File: src/rtl/wb_serial_master.sv
// wb_serial_master: UART byte stream to Wishbone bridge for host peek/poke.
// Commands: 'W' + 4 address + 4 data bytes (write), 'R' + 4 address bytes
// (read), both fields MSB first. Responses: 'K' (+4 read bytes) on ack,
// 'E' on timeout, '?' for an unknown command byte.
// Ports:
//   clk, reset_n                 clock, synchronous active-low reset
//   rx_data/rx_avail/rx_ack      UART receive byte interface
//   tx_data/tx_wr/tx_busy        UART transmit byte interface
//   wb_*                         Wishbone master (single classic cycles)
//   busy                         high while a command is in progress
module wb_serial_master #(
  parameter int unsigned TIMEOUT = 1024
) (
  input  logic        clk,
  input  logic        reset_n,
  input  logic [7:0]  rx_data,
  input  logic        rx_avail,
  output logic        rx_ack,
  output logic [7:0]  tx_data,
  output logic        tx_wr,
  input  logic        tx_busy,
  output logic        wb_cyc_o,
  output logic        wb_stb_o,
  output logic        wb_we_o,
  output logic [31:0] wb_adr_o,
  output logic [3:0]  wb_sel_o,
  output logic [31:0] wb_dat_o,
  input  logic [31:0] wb_dat_i,
  input  logic        wb_ack_i,
  output logic        busy
);

  localparam int unsigned CNT_W = 16;
  localparam logic [CNT_W-1:0] LAST_CNT = CNT_W'(TIMEOUT - 1);
  localparam logic [7:0] CMD_WR  = 8'h57;
  localparam logic [7:0] CMD_RD  = 8'h52;
  localparam logic [7:0] RSP_OK  = 8'h4B;
  localparam logic [7:0] RSP_ERR = 8'h45;
  localparam logic [7:0] RSP_BAD = 8'h3F;

  typedef enum logic [2:0] {
    S_IDLE,
    S_ADDR,
    S_DATA,
    S_BUS,
    S_RESP
  } state_t;

  state_t           state;
  logic [1:0]       byte_cnt;
  logic [2:0]       resp_cnt;
  logic [2:0]       resp_last;
  logic [CNT_W-1:0] timer;
  logic             is_write;
  logic [7:0]       status;
  logic [31:0]      rd_data;

  // A set rx_ack / tx_wr marks the cycle right after a handshake, in which
  // the UART flags may still be stale and must not be trusted.
  logic       take_c;
  logic       send_c;
  logic [7:0] resp_byte_c;

  assign take_c = rx_avail && !rx_ack;
  assign send_c = !tx_busy && !tx_wr;

  // Response byte 0 is the status, bytes 1..4 the read data MSB first.
  always_comb begin
    resp_byte_c = status;
    case (resp_cnt)
      3'd1:    resp_byte_c = rd_data[31:24];
      3'd2:    resp_byte_c = rd_data[23:16];
      3'd3:    resp_byte_c = rd_data[15:8];
      3'd4:    resp_byte_c = rd_data[7:0];
      default: resp_byte_c = status;
    endcase
  end

  // Command FSM with all outputs registered.
  always_ff @(posedge clk) begin
    if (!reset_n) begin
      state     <= S_IDLE;
      byte_cnt  <= 2'd0;
      resp_cnt  <= 3'd0;
      resp_last <= 3'd0;
      timer     <= '0;
      is_write  <= 1'b0;
      status    <= 8'd0;
      rd_data   <= 32'd0;
      rx_ack    <= 1'b0;
      tx_wr     <= 1'b0;
      tx_data   <= 8'd0;
      wb_cyc_o  <= 1'b0;
      wb_stb_o  <= 1'b0;
      wb_we_o   <= 1'b0;
      wb_adr_o  <= 32'd0;
      wb_sel_o  <= 4'd0;
      wb_dat_o  <= 32'd0;
      busy      <= 1'b0;
    end else begin
      rx_ack <= 1'b0;
      tx_wr  <= 1'b0;
      case (state)
        S_IDLE: begin
          if (take_c) begin
            rx_ack   <= 1'b1;
            busy     <= 1'b1;
            byte_cnt <= 2'd0;
            resp_cnt <= 3'd0;
            if (rx_data == CMD_WR || rx_data == CMD_RD) begin
              is_write <= (rx_data == CMD_WR);
              state    <= S_ADDR;
            end else begin
              status    <= RSP_BAD;
              resp_last <= 3'd0;
              state     <= S_RESP;
            end
          end
        end

        S_ADDR: begin
          if (take_c) begin
            rx_ack   <= 1'b1;
            wb_adr_o <= {wb_adr_o[23:0], rx_data};
            byte_cnt <= byte_cnt + 2'd1;
            if (byte_cnt == 2'd3) begin
              if (is_write) begin
                state <= S_DATA;
              end else begin
                wb_cyc_o <= 1'b1;
                wb_stb_o <= 1'b1;
                wb_we_o  <= 1'b0;
                wb_sel_o <= 4'hF;
                timer    <= '0;
                state    <= S_BUS;
              end
            end
          end
        end

        S_DATA: begin
          if (take_c) begin
            rx_ack   <= 1'b1;
            wb_dat_o <= {wb_dat_o[23:0], rx_data};
            byte_cnt <= byte_cnt + 2'd1;
            if (byte_cnt == 2'd3) begin
              wb_cyc_o <= 1'b1;
              wb_stb_o <= 1'b1;
              wb_we_o  <= 1'b1;
              wb_sel_o <= 4'hF;
              timer    <= '0;
              state    <= S_BUS;
            end
          end
        end

        S_BUS: begin
          // Ack is tested first so it wins over a coinciding timeout.
          if (wb_ack_i || timer == LAST_CNT) begin
            wb_cyc_o <= 1'b0;
            wb_stb_o <= 1'b0;
            wb_we_o  <= 1'b0;
            wb_sel_o <= 4'd0;
            resp_cnt <= 3'd0;
            state    <= S_RESP;
            if (wb_ack_i) begin
              status    <= RSP_OK;
              resp_last <= is_write ? 3'd0 : 3'd4;
              if (!is_write) begin
                rd_data <= wb_dat_i;
              end
            end else begin
              status    <= RSP_ERR;
              resp_last <= 3'd0;
            end
          end else begin
            timer <= timer + CNT_W'(1);
          end
        end

        S_RESP: begin
          if (send_c) begin
            tx_wr    <= 1'b1;
            tx_data  <= resp_byte_c;
            resp_cnt <= resp_cnt + 3'd1;
            if (resp_cnt == resp_last) begin
              busy  <= 1'b0;
              state <= S_IDLE;
            end
          end
        end

        default: begin
          busy  <= 1'b0;
          state <= S_IDLE;
        end
      endcase
    end
  end

endmodule

File: config.mk
export PLATFORM = sky130hd
export DESIGN_NAME = wb_serial_master
export DESIGN_NICKNAME = d
export VERILOG_FILES = /design/src/rtl/wb_serial_master.sv
export SDC_FILE = /design/constraint.sdc
export NUM_CORES = 1
export LEC_CHECK = 0
export BUFFER_PORTS_ARGS = -buffer_cell sky130_fd_sc_hd__buf_2
export CORE_MARGIN = 2
export CORE_UTILIZATION = 47
export DETAILED_ROUTE_END_ITERATION = 6
export PLACE_DENSITY = 0.7
export REMOVE_ABC_BUFFERS = 1
export SYNTH_ARGS = -nofsm -noshare
export SYNTH_HDL_FRONTEND = slang
export SYNTH_SLANG_ARGS = --single-unit
File: constraint.sdc
create_clock -name clk -period 2.64 [get_ports clk]
set_input_delay 0.66 -clock clk [delete_from_list [all_inputs] [get_ports clk]]
set_output_delay 0.66 -clock clk [all_outputs]
set_load 0.03 [all_outputs]
==> impl_results.md <==
* Fin. max-slew vios at 0
* Power Dens Cells at 652 nW/um^2
* Setup-failing EPs final at 0
* Drt wl/cell at 13.9 um
* Pleak at 2.87 nW
* Simple-gate share of the synthesized area at 22.1%
* Worst Max-Slew Pin Slew at 0.596 ns
* Area of the multi-input gates at 2960 sq um
* Slew HR at 60.3%
* Routed Antenna Nets at 0
* Final hold slack at 0.450 ns
* DPL Wire Length at 9670 um
* VDD IR-drop max at 0.000415 V
* First-pass GRT wire length at 23000 um
* Fin crit share at 85.7%
* Largest family of logic cells by synthesized area: compound AO/OA/AOI/OAI gates
* CTS tree: built
* FMAX at 442 MHz
* Layout net count at 876
* Vias in the first global route at 5052
* Synthesis warning total at 0
* Routed wire length at 14000 um
* Critical path class: flip-flop to flip-flop
* Mux contribution to synthesized area at 1.21%
* Synth-to-layout area growth at 21.6%
* GRT Total Usage at 21.3%
* Worst r2r src: timer[0]$_SDFFE_PN0P_
* Critical-path maximum fanout at 18
* CP startpoint: timer[0]$_SDFFE_PN0P_
* Initial antenna violation count at 0
* Adder-Cell Fraction of Synth Area at 1.46%
* Worst EP required at 2.95 ns
* Critical Path AT at 2.58 ns
* Sequential cell area at 2800 sq um
* Vias per Instance at 5.30
* Initial Utilization at 47.9%
* Startpoint Class: flip-flop
* Synth Register Bits at 140
* Setup crit end kind: flip-flop
* CTS Hold Bufs at 0
* Total congestion overflow at 0
* Longest Clk Path Bufs at 2
* Async SR Flop Fraction at 0%
* Cells after Synth at 723
* DP Worst Slack at 0.383 ns
* Tot Pwr at 0.00477 W
* CTS Buf Count at 17
* Core Box Area at 12600 sq um
* Post-synth EDFFs at 0
* DRC violations left at 0
* Synthesized area at 6020 sq um
* Post-synthesis xor/xnor area fraction at 0.291%
* Final hold vios at 0
* Final core occ at 58.2%
* Main synth FF type: dfxtp_1
* Hold Crit Class: flip-flop to flip-flop
* CTS Root Cell: clkbuf_16
* H-tree levels at 4
* Clock Latency Late Sink at 0.42 ns
* Antenna cell count at 0
* Worst Hold Launch: wb_adr_o[29]$_SDFFE_PN0P_
* Die width at 117 um
* Avg Cell Area, Syn at 8.32 sq um
* Share of cells above drive strength 1 at 21.5%
* Sequential element share of the synthesized area at 46.6%
* Area share of the leading cell type in the synthesized netlist at 46.6%
* Die ar. at 13700 sq um
* Clk slew on worst S/H paths at 0.06 ns
* Cell taking the most area after synthesis: dfxtp_1
* Largest net degree at the start of global routing at 59
* Min cycle time layout at 2.26 ns
* Final Worst Setup Slack at 0.377 ns
* Die H at 117 um
* Number of buffers added on ports at 126
* Run status: finished clean
* Number of core rows at 41
* Compound-Gate Fraction of Synth Area at 24.0%
* Largest cells by area after synthesis: dfxtp_1 (47%), nand2_1 (14%), a21boi_0 (7.9%), a21boi_1 (4.9%), clkbuf_1 (2.9%)
* RSZ-0062 raised after global routing: false
* Gpl congestion at 0.871
* Post CTS Setup Buffer Count at 0
* Clock Sinks at 140
* Routed vias at 5347
* DRT iter0 DRCs at 352
* Final Skew at 0.00547 ns
* Drt first pass iters at 5
* Max_cap viols at 0
* Filler instances at 1115
* Setup_tns at 0 ns
* Io pins at 127
* Synth cell types at 57
* Post-cts resize count at 0
through the flow:
step | instance area, sq um | instances
floorplan | 5780 | 668
global placement | 6720 | 977
detailed placement | 6720 | 977
CTS | 7320 | 1009
global route | 7320 | 1009
finish | 7320 | 1009
placed cells by master (no fill, tap or decap), types with 3 or more instances in the layout:
cell / n
bufinv_16: 3
or3_1: 5
and2_1: 5
nand2b_1: 6
o21ai_1: 7
a32oi_1: 8
nand2_1: 221
and3_1: 5
a22oi_1: 10
a21boi_1: 39
clkbuf_16: 17
nor2b_1: 6
inv_1: 7
o21a_1: 4
mux2i_1: 5
nand4bb_1: 3
o211a_1: 4
clkinv_2: 4
nor2_1: 8
buf_4: 12
dfxtp_1: 140
nor3_1: 5
and4_1: 3
ha_1: 7
o211ai_1: 4
clkbuf_1: 3
a21oi_1: 31
nor2_2: 5
buf_2: 125
nand3_1: 12
a21boi_0: 63
or2_2: 4
o21ai_0: 20
final timing paths:
path / end / slack, ns / cells after the start
max: timer[10]$_SDFFE_PN0P_ / 0.38 / 6
min: wb_adr_o[29]$_SDFFE_PN0P_ / 0.45 / 2
max reg2reg: timer[10]$_SDFFE_PN0P_ / 0.38 / 6
min reg2reg: wb_adr_o[29]$_SDFFE_PN0P_ / 0.45 / 2
logic make-up (layout without fill, tap and decap cells):
family                   count (synthesis)  in the layout
AND/OR/NAND/NOR                        302            302
adder cells (fa/ha/maj)                  7              7
multiplexers                             6              6
XOR/XNOR                                 2              2
AO/OA/AOI/OAI                          204            204
buffers and inverters                   62            176
flip-flops                             140            140
power breakdown:
group	total, W	internal, W	switching [W]
logic	0.000226	0.0000950	0.000131
registers	0.00215	0.00213	0.0000168
clock network	0.00239	0.00151	0.000889
total	0.00477	0.00374	0.00104
cells in the mapped netlist, types with 3 or more instances:
cell type / n
nor2b_1: 6
o211ai_1: 4
and4_1: 3
ha_1: 7
inv_1: 7
nand4bb_1: 3
a22oi_1: 10
nand2b_1: 6
a21boi_0: 63
buf_4: 5
or3_1: 5
mux2i_1: 5
dfxtp_1: 140
a21boi_1: 39
nand2_1: 221
o21a_1: 4
and2_1: 5
nor2_1: 11
a32oi_1: 8
o21ai_1: 7
nand3_1: 12
clkbuf_1: 46
o211a_1: 4
or2_2: 4
nor3_1: 5
o21ai_0: 20
and3_1: 5
a21oi_1: 31
worst max-delay path, cell delays in order (launching register included):
cell,delay [ns]
dfxtp_1,0.39
ha_1,0.24
nand3_1,0.22
o41a_1,0.53
mux2i_4,0.46
nor3_1,0.08
o221a_1,0.23
routing by layer:
| layer | routed length (um) | track usage (%) |
|---|---|---|
| met4 | 178 | 8.55 |
| met3 | 867 | 6.18 |
| met1 | 6290 | 25.8 |
| met2 | 6680 | 35.6 |
| met5 | 0 | 0 |
registers in the layout (all words and copies together), names as in the netlist:
| name | count |
|---|---|
| busy | 1 |
| byte_cnt | 2 |
| is_write | 1 |
| rd_data | 32 |
| resp_cnt | 3 |
| resp_last | 1 |
| rx_ack | 1 |
| state | 3 |
| status | 5 |
| timer | 16 |
| tx_data | 8 |
| tx_wr | 1 |
| wb_adr_o | 32 |
| wb_dat_o | 32 |
| wb_sel_o | 1 |
| wb_we_o | 1 |
layout make-up:
cell class,instances,area share (%)
flip-flops and latches,140,38.3
clock inverters,11,1.95
inverters,7,0.359
well taps,172,2.94
repair buffers,137,9.78
clock buffers,21,6.16
multi-input cells,521,40.5
No activity file was read; power rests on OpenSTA's default activity.
